$ cat src/rtl/osnt_sume_arb_pkg.sv
// Shared constants for the two-source packet arbiter that feeds the endianness bridge.
package osnt_sume_arb_pkg;

  typedef logic [1:0] state_t;

  localparam state_t StIdle = 2'd0;
  localparam state_t StPkt0 = 2'd1;
  localparam state_t StPkt1 = 2'd2;

  localparam logic Src0 = 1'b0;
  localparam logic Src1 = 1'b1;

  function automatic logic [1:0] src_onehot(input logic src);
    return src ? 2'b10 : 2'b01;
  endfunction

endpackage

$ cat src/rtl/osnt_sume_axis_reg_slice.sv
// One-deep AXI4-Stream output register; space_o says a beat may load this cycle.
module osnt_sume_axis_reg_slice #(
  parameter int unsigned DataWidth = 256,
  parameter int unsigned UserWidth = 128
) (
  input  logic                   clk_i,
  input  logic                   reset_i,
  input  logic                   load_i,
  input  logic [DataWidth-1:0]   tdata_i,
  input  logic [DataWidth/8-1:0] tkeep_i,
  input  logic [UserWidth-1:0]   tuser_i,
  input  logic                   tlast_i,
  output logic [DataWidth-1:0]   m_tdata_o,
  output logic [DataWidth/8-1:0] m_tkeep_o,
  output logic [UserWidth-1:0]   m_tuser_o,
  output logic                   m_tlast_o,
  output logic                   m_tvalid_o,
  input  logic                   m_tready_i,
  output logic                   space_o
);

  logic [DataWidth-1:0]   tdata_q, tdata_d;
  logic [DataWidth/8-1:0] tkeep_q, tkeep_d;
  logic [UserWidth-1:0]   tuser_q, tuser_d;
  logic                   tlast_q, tlast_d;
  logic                   valid_q, valid_d;

  always_comb begin
    tdata_d = tdata_q;
    tkeep_d = tkeep_q;
    tuser_d = tuser_q;
    tlast_d = tlast_q;
    valid_d = valid_q;
    if (load_i) begin
      tdata_d = tdata_i;
      tkeep_d = tkeep_i;
      tuser_d = tuser_i;
      tlast_d = tlast_i;
      valid_d = 1'b1;
    end else if (m_tready_i) begin
      valid_d = 1'b0;
    end
  end

  always_ff @(posedge clk_i) begin
    if (reset_i) begin
      tdata_q <= '0;
      tkeep_q <= '0;
      tuser_q <= '0;
      tlast_q <= 1'b0;
      valid_q <= 1'b0;
    end else begin
      tdata_q <= tdata_d;
      tkeep_q <= tkeep_d;
      tuser_q <= tuser_d;
      tlast_q <= tlast_d;
      valid_q <= valid_d;
    end
  end

  assign space_o    = !valid_q || m_tready_i;
  assign m_tdata_o  = tdata_q;
  assign m_tkeep_o  = tkeep_q;
  assign m_tuser_o  = tuser_q;
  assign m_tlast_o  = tlast_q;
  assign m_tvalid_o = valid_q;

endmodule

$ cat src/rtl/osnt_sume_bridge_arbiter.sv
// Packet-granular round-robin arbiter sharing one bridge between two AXI4-Stream sources.
module osnt_sume_bridge_arbiter
  import osnt_sume_arb_pkg::*;
#(
  parameter int unsigned C_AXIS_DATA_WIDTH  = 256,
  parameter int unsigned C_AXIS_TUSER_WIDTH = 128,
  parameter int unsigned C_CNT_WIDTH        = 32
) (
  input  logic                           clk,
  input  logic                           reset,
  input  logic [C_AXIS_DATA_WIDTH-1:0]   s0_axis_tdata,
  input  logic [C_AXIS_DATA_WIDTH/8-1:0] s0_axis_tkeep,
  input  logic [C_AXIS_TUSER_WIDTH-1:0]  s0_axis_tuser,
  input  logic                           s0_axis_tlast,
  input  logic                           s0_axis_tvalid,
  output logic                           s0_axis_tready,
  input  logic [C_AXIS_DATA_WIDTH-1:0]   s1_axis_tdata,
  input  logic [C_AXIS_DATA_WIDTH/8-1:0] s1_axis_tkeep,
  input  logic [C_AXIS_TUSER_WIDTH-1:0]  s1_axis_tuser,
  input  logic                           s1_axis_tlast,
  input  logic                           s1_axis_tvalid,
  output logic                           s1_axis_tready,
  output logic [C_AXIS_DATA_WIDTH-1:0]   m_axis_tdata,
  output logic [C_AXIS_DATA_WIDTH/8-1:0] m_axis_tkeep,
  output logic [C_AXIS_TUSER_WIDTH-1:0]  m_axis_tuser,
  output logic                           m_axis_tlast,
  output logic                           m_axis_tvalid,
  input  logic                           m_axis_tready,
  input  logic [1:0]                     cfg_en,
  output logic [C_CNT_WIDTH-1:0]         pkt_cnt0,
  output logic [C_CNT_WIDTH-1:0]         pkt_cnt1,
  output logic [1:0]                     cur_grant
);

  state_t                   state_q, state_d;
  logic                     last_grant_q, last_grant_d;
  logic [C_CNT_WIDTH-1:0]   pkt_cnt0_q, pkt_cnt0_d;
  logic [C_CNT_WIDTH-1:0]   pkt_cnt1_q, pkt_cnt1_d;

  logic                           space;
  logic                           sel, sel_valid;
  logic                           cand0, cand1;
  logic                           accept0, accept1, accept;
  logic [C_AXIS_DATA_WIDTH-1:0]   mux_tdata;
  logic [C_AXIS_DATA_WIDTH/8-1:0] mux_tkeep;
  logic [C_AXIS_TUSER_WIDTH-1:0]  mux_tuser;
  logic                           mux_tlast;

  assign cand0 = s0_axis_tvalid && cfg_en[0];
  assign cand1 = s1_axis_tvalid && cfg_en[1];

  // Mid-packet the owner keeps the grant even while its tvalid is low or cfg_en drops.
  always_comb begin
    sel       = Src0;
    sel_valid = 1'b0;
    case (state_q)
      StPkt0: begin
        sel       = Src0;
        sel_valid = 1'b1;
      end
      StPkt1: begin
        sel       = Src1;
        sel_valid = 1'b1;
      end
      default: begin
        if (cand0 && cand1) begin
          sel       = ~last_grant_q;
          sel_valid = 1'b1;
        end else if (cand0) begin
          sel       = Src0;
          sel_valid = 1'b1;
        end else if (cand1) begin
          sel       = Src1;
          sel_valid = 1'b1;
        end
      end
    endcase
  end

  assign s0_axis_tready = !reset && sel_valid && (sel == Src0) && space;
  assign s1_axis_tready = !reset && sel_valid && (sel == Src1) && space;
  assign accept0        = s0_axis_tvalid && s0_axis_tready;
  assign accept1        = s1_axis_tvalid && s1_axis_tready;
  assign accept         = accept0 || accept1;

  always_comb begin
    if (sel == Src1) begin
      mux_tdata = s1_axis_tdata;
      mux_tkeep = s1_axis_tkeep;
      mux_tuser = s1_axis_tuser;
      mux_tlast = s1_axis_tlast;
    end else begin
      mux_tdata = s0_axis_tdata;
      mux_tkeep = s0_axis_tkeep;
      mux_tuser = s0_axis_tuser;
      mux_tlast = s0_axis_tlast;
    end
  end

  always_comb begin
    state_d      = state_q;
    last_grant_d = last_grant_q;
    pkt_cnt0_d   = pkt_cnt0_q;
    pkt_cnt1_d   = pkt_cnt1_q;
    if (accept) begin
      if (mux_tlast) begin
        state_d      = StIdle;
        last_grant_d = sel;
      end else begin
        state_d = (sel == Src1) ? StPkt1 : StPkt0;
      end
    end
    if (accept0 && s0_axis_tlast) pkt_cnt0_d = pkt_cnt0_q + 1'b1;
    if (accept1 && s1_axis_tlast) pkt_cnt1_d = pkt_cnt1_q + 1'b1;
  end

  always_ff @(posedge clk) begin
    if (reset) begin
      state_q      <= StIdle;
      last_grant_q <= Src1;
      pkt_cnt0_q   <= '0;
      pkt_cnt1_q   <= '0;
    end else begin
      state_q      <= state_d;
      last_grant_q <= last_grant_d;
      pkt_cnt0_q   <= pkt_cnt0_d;
      pkt_cnt1_q   <= pkt_cnt1_d;
    end
  end

  always_comb begin
    cur_grant = 2'b00;
    if (!reset) begin
      case (state_q)
        StPkt0:  cur_grant = src_onehot(Src0);
        StPkt1:  cur_grant = src_onehot(Src1);
        default: cur_grant = accept ? src_onehot(sel) : 2'b00;
      endcase
    end
  end

  assign pkt_cnt0 = pkt_cnt0_q;
  assign pkt_cnt1 = pkt_cnt1_q;

  osnt_sume_axis_reg_slice #(
    .DataWidth(C_AXIS_DATA_WIDTH),
    .UserWidth(C_AXIS_TUSER_WIDTH)
  ) u_out_reg (
    .clk_i      (clk),
    .reset_i    (reset),
    .load_i     (accept),
    .tdata_i    (mux_tdata),
    .tkeep_i    (mux_tkeep),
    .tuser_i    (mux_tuser),
    .tlast_i    (mux_tlast),
    .m_tdata_o  (m_axis_tdata),
    .m_tkeep_o  (m_axis_tkeep),
    .m_tuser_o  (m_axis_tuser),
    .m_tlast_o  (m_axis_tlast),
    .m_tvalid_o (m_axis_tvalid),
    .m_tready_i (m_axis_tready),
    .space_o    (space)
  );

endmodule

$ cat config.mk
export PLATFORM = sky130hd
export DESIGN_NAME = osnt_sume_bridge_arbiter
export DESIGN_NICKNAME = d
export VERILOG_FILES = /design/src/rtl/osnt_sume_arb_pkg.sv /design/src/rtl/osnt_sume_axis_reg_slice.sv /design/src/rtl/osnt_sume_bridge_arbiter.sv
export SDC_FILE = /design/constraint.sdc
export NUM_CORES = 1
export LEC_CHECK = 0
export ABC_AREA = 1
export BUFFER_PORTS_ARGS = -buffer_cell sky130_fd_sc_hd__buf_2
export CAP_MARGIN = 40
export CORE_AREA = 3 3 514 516
export DETAILED_ROUTE_END_ITERATION = 10
export DIE_AREA = 0 0 517 519
export HOLD_SLACK_MARGIN = 0.06
export PLACE_DENSITY = 0.3
export SYNTH_ARGS = -nofsm -noshare
export SYNTH_HDL_FRONTEND = slang
export SYNTH_HIERARCHICAL = 1
export SYNTH_SLANG_ARGS = --single-unit
$ cat constraint.sdc
create_clock -name clk -period 3.5 [get_ports clk]
set_clock_uncertainty 0.2 [all_clocks]
set_input_delay 0.7 -clock clk [delete_from_list [all_inputs] [get_ports clk]]
set_output_delay 0.7 -clock clk [all_outputs]
set_load 0.005 [all_outputs]
==> reports/results.ini, run 1 <==
[outcome]
status = complete, no violations

[route]
wirelength_mm = 200
drt_iter0_markers = 2061
ant_nets = 0
vias_per_cell = 3.52
wl_per_cell_um = 22.8
first_pass_iters = 5
drc = 0
via_count = 30900

[clock_network]
cts_tree = built
cts_buffer_depth = 3
clock_latency_ns = 0.68
clk_pin_slew_ns = 0.06
clockRootBuffer = clkbuf_16
clock_sinks = 485
cts_buffers = 71
htree_levels = 3

[critical_path]
worstSetupEndpoint = cur_grant[0]
cp-startpoint = state_q[0]
critPathCaptureType = output port
r2r_slack_ns = 0.40
cp.required_ns = 2.60
critPathLaunchType = flop
crit_path_max_fanout = 6
r2r_cells = 14
timing.rr.start = state_q[0]
rr_endpoint = u_out_reg/m_tdata_o[215]
crit_arrival_ns = 2.42
path_class = reg2out

[global_route]
grt_pass1_wl_mm = 264
gr-usage-met1 = 0.178
grtUsageTotal = 0.142
antenna_found_initial = 127
grt_use_met2 = 0.225
grt_use_met3 = 0.0526
grt.overflow.total = 0
grt_max_degree = 105
grt.busiest_layer = met2
grt_pass1_vias = 30600

[power_and_ir_drop]
p_leak_uw = 0.0194
peakVddDrop_mv = 0.307
power_density_nw_per_um2 = 477

[placed_design]
hpwl_mm = 165
port_buffers = 1326
placed_cell_area_um2 = 34400
place_congestion = 0.955

[layout]
layout-drive-gt1-share = 0.292
fillers = 30600
nets = 6115
areaGrowthSynthToFinish_pct = 61.1
finalInstanceArea_um2 = 38200

[synthesis]
syn_avg_cell_area_um2 = 6.08
synth_compound_area_frac = 0.104
synthMuxAreaShare = 0
syn-instance-count = 3903
seq_area_frac_synth = 0.409
ys_warn_count = 6
synth_edf_count = 0
synthAdderAreaFrac = 0.00211
synth_area_um2 = 23700
synth-xor-area-share = 0.00997
synth_top_family_by_area = simple AND/OR/NAND/NOR gates
yosys_register_bits = 485
synthFlopType = dfxtp_1
yosys.area_share.simple = 0.414
postSynth.asyncResetShare = 0
synth_fp_nets = 4748
synth.distinct_cells = 25

[floorplanning]
rows = 187
core_um2 = 260000
fp.dieArea_um2 = 268000
boundaryPins = 1327
initial_core_util = 0.0913
die_h_um = 519
fp.dieW_um = 517

[sta]
hold_violations = 0
period_share = 0.949
worstMarginPinSlew_ns = 0.721
maxSlewHeadroom = 0.519
setup_violations = 0
drv_slew = 0
max_freq_mhz = 301
tns_ns = 0
hold_slack_ns = 0.149
min_period_ns = 3.32

[hold_path]
hp-class = in2reg

[job]
cap_violations = 0

==> Yosys cell counts (2+ instances only) <==
cell type	n	area share
nand2_1	1593	0.25
nor2_1	946	0.15
dfxtp_1	485	0.41
o21ai_0	422	0.089
buf_2	110	0.023
clkbuf_1	104	0.016
a21oi_1	65	0.014
inv_1	57	0.0090
nand3_1	38	0.0080
buf_4	33	0.010
xor2_1	15	0.0055
xnor2_1	12	0.0044
ha_1	4	0.0021
inv_2	4	0.00063
a211oi_1	2	0.00063
buf_6	2	0.00095
nand3_2	2	0.00084
nor2_2	2	0.00053
==> cell families after synthesis <==
family | count (synthesis)
AOI/OAI and AO/OA | 490
xor gates and xnor gates | 27
adders and majority gates | 4
buffers and inverters | 311
DFF | 485
and+or+nand+nor | 2586
==> stage by stage <==
step	std cells	total power, uW	utilization	setup WS, ns
after floorplan	3903	8150	-	0.981
after global placement	8473	10600	0.132	-0.00573
after detailed placement	8473	10600	0.132	0.0579
after CTS	8729	18700	0.147	0.00391
after global routing	8751	19300	0.147	-0.000326
final	8776	18200	0.147	0.179
==> routing by layer <==
| metal | part of all wire | vias to the layer above | wire [um] |
|---|---|---|---|
| met4 | 0.027 | 102 | 5400 |
| met2 | 0.44 | 1291 | 88400 |
| met5 | 0.0033 | - | 663 |
| met1 | 0.43 | 14300 | 85000 |
| li1 | - | 14900 | - |
| met3 | 0.10 | 305 | 20500 |
==> flip-flops by register name (all words and copies together), names as in the netlist <==
register and flops:
last_grant_q 1, pkt_cnt0 32, pkt_cnt1 32, state_q 2, u_out_reg/m_tdata_o 256, u_out_reg/m_tkeep_o 32
u_out_reg/m_tlast_o 1, u_out_reg/m_tuser_o 128, u_out_reg/m_tvalid_o 1
==> critical path: stages, from the launching register on <==
cell	delay, ns
dfxtp_2	0.34
inv_1	0.07
ha_4	0.31
nand2_1	0.08
clkinv_1	0.05
nand2_1	0.08
nand3_4	0.10
nand3_4	0.11
a211oi_4	0.34
buf_4	0.17
buf_2	0.10
==> cell type report <==
| class | count | area (um^2) | share of cell area |
|---|---|---|---|
| Tap cell | 3402 | 4260 | 0.111 |
| Inverter | 62 | 248 | 0.00649 |
| Timing Repair Buffer | 1543 | 8840 | 0.231 |
| Clock buffer | 102 | 2090 | 0.0546 |
| Antenna cell | 47 | 118 | 0.00308 |
| Clock inverter | 28 | 318 | 0.00832 |
| Sequential cell | 485 | 9710 | 0.254 |
| Multi-Input combinational cell | 3107 | 12600 | 0.330 |
==> where the power goes <==
group | internal (uW) | switching (uW) | leakage (uW) | total (uW)
logic | 1500 | 2820 | 0.0142 | 4320
clock network | 4470 | 3210 | 0.00118 | 7680
registers | 5990 | 243 | 0.00396 | 6230
==> cells in the final DEF (no fill, tap or decap), types with 2 or more instances in the layout <==
master	instances
nand2_1	1592
dlygate4sd3_1	124
ha_1	3
nor2_1	945
xor2_1	15
inv_2	3
clkbuf_8	13
nand3_4	2
buf_2	1326
clkbuf_16	74
clkbuf_1	15
diode_2	47
buf_12	21
a21oi_1	65
buf_4	72
xnor2_1	12
bufinv_16	4
o21ai_0	422
inv_8	2
clkinv_8	2
clkinv_4	2
clkinv_2	15
dfxtp_1	484
nand3_2	2
clkinvlp_4	3
nand3_1	37
inv_1	56
nor2_4	3
==> worst min path at each step <==
| stage | from | endpoint | depth (start not counted) |
|---|---|---|---|
| floorplan | last_grant_q | last_grant_q | 2 |
| finish | s1_axis_tuser[18] | u_out_reg/m_tuser_o[18] | 5 |
| detailed placement | u_out_reg/m_tdata_o[229] | u_out_reg/m_tdata_o[229] | 2 |
| CTS | s0_axis_tuser[124] | u_out_reg/m_tuser_o[124] | 5 |
| global route | s0_axis_tdata[230] | u_out_reg/m_tdata_o[230] | 5 |
| global placement | u_out_reg/m_tdata_o[177] | u_out_reg/m_tdata_o[177] | 2 |
==> repair_timing <==
action                                  4_1_cts  5_1_grt
endpoints found under the setup margin        4        2
endpoints found under the hold margin       108        0
setup buffers                                 2        0
hold buffers                                124        0
pin swaps                                     4        3
gates resized for setup                       9        1
Power figures use the tool's default switching activity.
==> run 2, diff against run 1 <==
- ABC_AREA: 1 -> default
- CORE_AREA: 3 3 514 516 -> 3 3 509 511
- DIE_AREA: 0 0 517 519 -> 0 0 512 514
==> reports/results.ini, run 2 <==
[layout]
finalInstanceArea_um2 = 37700
areaGrowthSynthToFinish_pct = 62.8
most-common-layout-cells = 1325 x buf_2, 1274 x nand2_1, 485 x dfxtp_1
layout-drive-gt1-share = 0.339
fillers = 29700
largest_reg_flops = 256
multi_input_area_um2 = 12400
final_common_cell = buf_2
nets = 5339
final-seq-area_um2 = 9710
stdcell_count = 7940

[synthesis]
yosys_register_bits = 485
syn_avg_cell_area_um2 = 7.48
synth_fp_nets = 3944
seq_area_frac_synth = 0.419
synth_top_area_frac = 0.419
synth.most_common_cell = nand2_1
syn-instance-count = 3099
synth_area_um2 = 23200
synth.largest_area_cell = dfxtp_1
synth_edf_count = 0
synthFlopType = dfxtp_1
postSynth.asyncResetShare = 0
ys_top_cells_by_area = dfxtp_1 42%, nand2_1 21%, mux2i_1 18%, nor2_1 7.5%, clkbuf_1 1.9%
ys_warn_count = 6
ys_top_cells_by_count = 1274 x nand2_1, 485 x dfxtp_1, 462 x nor2_1
synth.distinct_cells = 49

[critical_path]
critPathSlowestCell = dlygate4sd3_1
critPathLaunchType = input pin
cp_top_family = buffers and inverters
r2r_slack_ns = 0.30
path_class = in2out
crit_arrival_ns = 2.39
cp_common_cell = buf_2
critPathCaptureType = output port
cp.required_ns = 2.60
slowest_delay_ns = 0.53
crit_path_max_fanout = 3
worstPathCellList = dlygate4sd3_1 -> buf_2 -> nand2b_1 -> nor2b_2 -> o21ai_2 -> nor2_2 -> nand3_1 -> a21oi_1 -> buf_2
critPathBufInv = 3

[sta]
drv_slew = 0
max_freq_mhz = 304
min_period_ns = 3.29
worstMarginPinSlew_ns = 1.23
fin_ws_ns = 0.210
setup_violations = 0
maxSlewHeadroom = 0.182
period_share = 0.940
tns_ns = 0
rsz0062_at_grt = false
hold_violations = 0

[clock_network]
clock_latency_ns = 0.68
clockRootBuffer = clkbuf_16
clk_pin_slew_ns = 0.05
cts_buffers = 72
htree_levels = 3
clock_sinks = 485
cts_tree = built
cts_buffer_depth = 3

[global_route]
antenna_found_initial = 163
grt_max_degree = 154
grt_pass1_wl_mm = 241
grtUsageTotal = 0.133
grt_pass1_vias = 26900
grt.overflow.total = 0

[route]
drc = 0
wl_per_cell_um = 23.1
via_count = 26700
drt_iter0_markers = 1276
first_pass_iters = 7
wirelength_mm = 183
ant_nets = 0
vias_per_cell = 3.36

[power_and_ir_drop]
p_total_uw = 16600
peakVddDrop_mv = 0.281
p_leak_uw = 0.0179
power_density_nw_per_um2 = 440

[floorplanning]
fp.dieW_um = 512
fp.dieArea_um2 = 263000
rows = 185
boundaryPins = 1327
core_um2 = 254000
initial_core_util = 0.0911
die_h_um = 514

[placed_design]
hpwl_mm = 155
port_buffers = 1326
place_congestion = 0.986
dp_slack_ns = 0.323
placedCellCount = 7665
placed_cell_area_um2 = 33900

[job]
cap_violations = 0

[outcome]
status = complete, no violations

[hold_path]
hp-class = in2reg

## run 2: final cells by class
cell class,count,share of cell area
multi-input combinational,2394,0.330
sequential,485,0.257
timing repair buffer,1526,0.231
tap,3366,0.112
clock buffer,102,0.0548
clock inverter,25,0.0118
antenna,27,0.00179
inverter,15,0.00149
## run 2: worst register-to-register path: cells and delay by family (launching register included)
kind	cells	cell delay (ns)
adder cells (fa/ha/maj)	1	0.33
flip-flops	1	0.35
buffers and inverters	5	1.33
AO/OA/AOI/OAI	1	0.16
AND/OR/NAND/NOR	4	0.68
multiplexers	1	0.06
## run 2: routing by layer
layer,global-route usage,share of wire,vias to the layer above
met2,0.238,0.49,1216
li1,-,-,12700
met4,0.0399,0.037,106
met3,0.0585,0.098,386
met1,0.141,0.37,12200
met5,0,0.0038,-
## run 2: path summary, 6_finish.rpt
kind                       startpoint                       end  cells after the start
max                     m_axis_tready              cur_grant[1]                      9
max reg2reg                state_q[0]   u_out_reg/m_tdata_o[30]                     12
min                 s0_axis_tuser[78]   u_out_reg/m_tuser_o[78]                      5
min reg2reg  u_out_reg/m_tdata_o[148]  u_out_reg/m_tdata_o[148]                      2
## run 2: where the power goes
| part | switching, uW | internal (uW) | leakage, uW |
|---|---|---|---|
| Sequential | 131 | 5760 | 0.00394 |
| Combinational | 1550 | 1170 | 0.0128 |
| Clock | 3110 | 4860 | 0.00122 |
## run 2: cells by family after synthesis
group | share of synthesized area
simple gates | 0.320
flops | 0.419
compound gates | 0.0181
fa+ha+maj | 0.00216
buf+inv | 0.0461
xor+xnor | 0.0132
mux | 0.182
## run 2: timing repair
action / 4_1_cts / 5_1_grt
cloned: 0 / 0
setup endpoints to repair: 4 / 3
pin swaps: 1 / 0
gates resized for setup: 5 / 2
setup buffers: 2 / 0
hold buffers: 119 / 0
hold endpoints to repair: 101 / 0
## run 2: stage by stage
step | utilization | hold slack [ns]
after floorplan | - | 0.249
after global placement | 0.133 | 0.267
after detailed placement | 0.133 | 0.274
after CTS | 0.148 | 0.0600
after global routing | 0.148 | 0.0945
final | 0.148 | 0.163
==> run 3, diff against run 2 <==
- BUFFER_PORTS_ARGS: -buffer_cell sky130_fd_sc_hd__buf_2 -> -buffer_cell sky130_fd_sc_hd__buf_4
- CORE_AREA: 3 3 509 511 -> 2 2 523 525
- DIE_AREA: 0 0 512 514 -> 0 0 525 527
==> reports/results.ini, run 3 (synthesized netlist as in run 2, its figures left out) <==
[layout]
most-common-layout-cells = 1367 x buf_4, 1274 x nand2_1, 485 x dfxtp_1
areaGrowthSynthToFinish_pct = 81.7
fillers = 31300
largest_reg_flops = 256
finalInstanceArea_um2 = 42100
nets = 5415
layout-drive-gt1-share = 0.333
final_common_cell = buf_4

[critical_path]
critPathCaptureType = output port
cp.required_ns = 2.60
r2r_slack_ns = 0.27
crit_arrival_ns = 2.50
rr_endpoint = u_out_reg/m_tdata_o[54]
cp_top_family = buffers and inverters
critPathSlowestCell = dlygate4sd3_1
timing.rr.start = state_q[0]
r2r_cells = 11
critPathBufInv = 3
cp_common_cell = buf_4
worstPathCellList = dlygate4sd3_1 -> buf_4 -> and2_2 -> a31oi_4 -> nor2_2 -> nand3_1 -> a21oi_1 -> buf_4
crit_path_max_fanout = 6
cp-startpoint = s1_axis_tvalid
path_class = in2out
critPathLaunchType = input pin
slowest_delay_ns = 0.61

[sta]
worstMarginPinSlew_ns = 1.02
fin_ws_ns = 0.100
hold_slack_ns = 0.153
maxSlewHeadroom = 0.321
period_share = 0.971
tns_ns = 0
setup_violations = 0
min_period_ns = 3.40
max_freq_mhz = 294
rsz0062_at_grt = false
drv_slew = 0
hold_violations = 0

[clock_network]
cts_buffer_depth = 3
cts_tree = built
htree_levels = 3
clk_pin_slew_ns = 0.05
clockRootBuffer = clkbuf_16
cts_buffers = 73
clock_sinks = 485
clock_latency_ns = 0.68

[power_and_ir_drop]
p_leak_uw = 0.0189
peakVddDrop_mv = 0.329
power_density_nw_per_um2 = 398

[route]
wirelength_mm = 191
first_pass_iters = 5
ant_nets = 0
via_count = 26500
vias_per_cell = 3.22
wl_per_cell_um = 23.1
drc = 0
drt_iter0_markers = 1167

[floorplanning]
core_um2 = 272000
die_h_um = 527
initial_core_util = 0.0853
rows = 192
fp.dieW_um = 525
boundaryPins = 1327
fp.dieArea_um2 = 277000

[placed_design]
dp_slack_ns = 0.350
placed_cell_area_um2 = 37500
place_congestion = 0.952
hpwl_mm = 161
port_buffers = 1326

[global_route]
grt.overflow.total = 0
grtUsageTotal = 0.132
grt_pass1_wl_mm = 249
grt_max_degree = 140
antenna_found_initial = 109
grt_pass1_vias = 27200

[outcome]
status = complete, no violations

[job]
cap_violations = 0

[hold_path]
hp-class = in2reg
hold_path.startpoint = s0_axis_tuser[56]
min_path_cells = 5
holdPathEnd = u_out_reg/m_tuser_o[56]

## run 3: changes by cell type in the layout (fill, tap and decap cells not counted), sizes merged
cell and delta:
inv +2, clkbuf +7, clkinv +2, buf -9, diode +8, bufinv -9
dlygate4sd3 +84
## run 3: power by group
part | total (uW) | switching, uW | leakage (uW) | internal (uW)
logic | 3260 | 1640 | 0.0138 | 1620
clock network | 7580 | 3160 | 0.00118 | 4420
registers | 5900 | 137 | 0.00394 | 5760
total | 16700 | 4930 | 0.0189 | 11800
## run 3: worst max path at each step
stage / endpoint / slack [ns] / cells after the start
6_report: cur_grant[1] / 0.10 / 8
5_1_grt: s0_axis_tready / 0.01 / 7
4_1_cts: cur_grant[1] / 0.009 / 8
3_5_place_dp: cur_grant[1] / 0.35 / 8
3_3_place_gp: u_out_reg/m_tdata_o[78] / 0.40 / 10
2_1_floorplan: s0_axis_tready / 0.65 / 9
## run 3: cell type report
class | instances | area [um^2] | area share
timing repair buffer | 1601 | 12900 | 0.307
multi-input combinational | 2394 | 12500 | 0.296
sequential | 485 | 9710 | 0.231
tap | 3589 | 4490 | 0.107
clock buffer | 109 | 2200 | 0.0522
clock inverter | 20 | 190 | 0.00452
antenna | 35 | 87.6 | 0.00208
inverter | 15 | 56.3 | 0.00134
## run 3: timing repair
item,in CTS,in global routing
setup buffers,1,1
gates resized for setup,7,3
endpoints found under the hold margin,177,0
gates cloned,0,0
setup endpoints to repair,4,2
hold buffers,203,0
pin swaps,1,0
## run 3: worst reg2reg max path: cells and delay by family (launching register included)
family / cells / cell delay (ns)
AO/OA/AOI/OAI: 1 / 0.24
adder cells (fa/ha/maj): 1 / 0.34
buffers and inverters: 4 / 1.40
flip-flops: 1 / 0.35
multiplexers: 1 / 0.08
AND/OR/NAND/NOR: 4 / 0.56
## run 3: stage by stage
step / total power (uW) / util / cells
after floorplan: 7200 / - / 3099
after global placement: 9120 / 0.138 / 7879
after detailed placement: 9130 / 0.138 / 7879
after CTS: 17200 / 0.155 / 8212
after global routing: 17600 / 0.155 / 8226
final: 16700 / 0.155 / 8248
## run 3: routing by layer
layer / track usage / up-vias / wire [um]
met1: 0.138 / 12200 / 70200
met4: 0.0400 / 74 / 5710
met2: 0.231 / 1098 / 93100
li1: - / 12900 / -
met5: 0 / - / 492
met3: 0.0667 / 246 / 21100
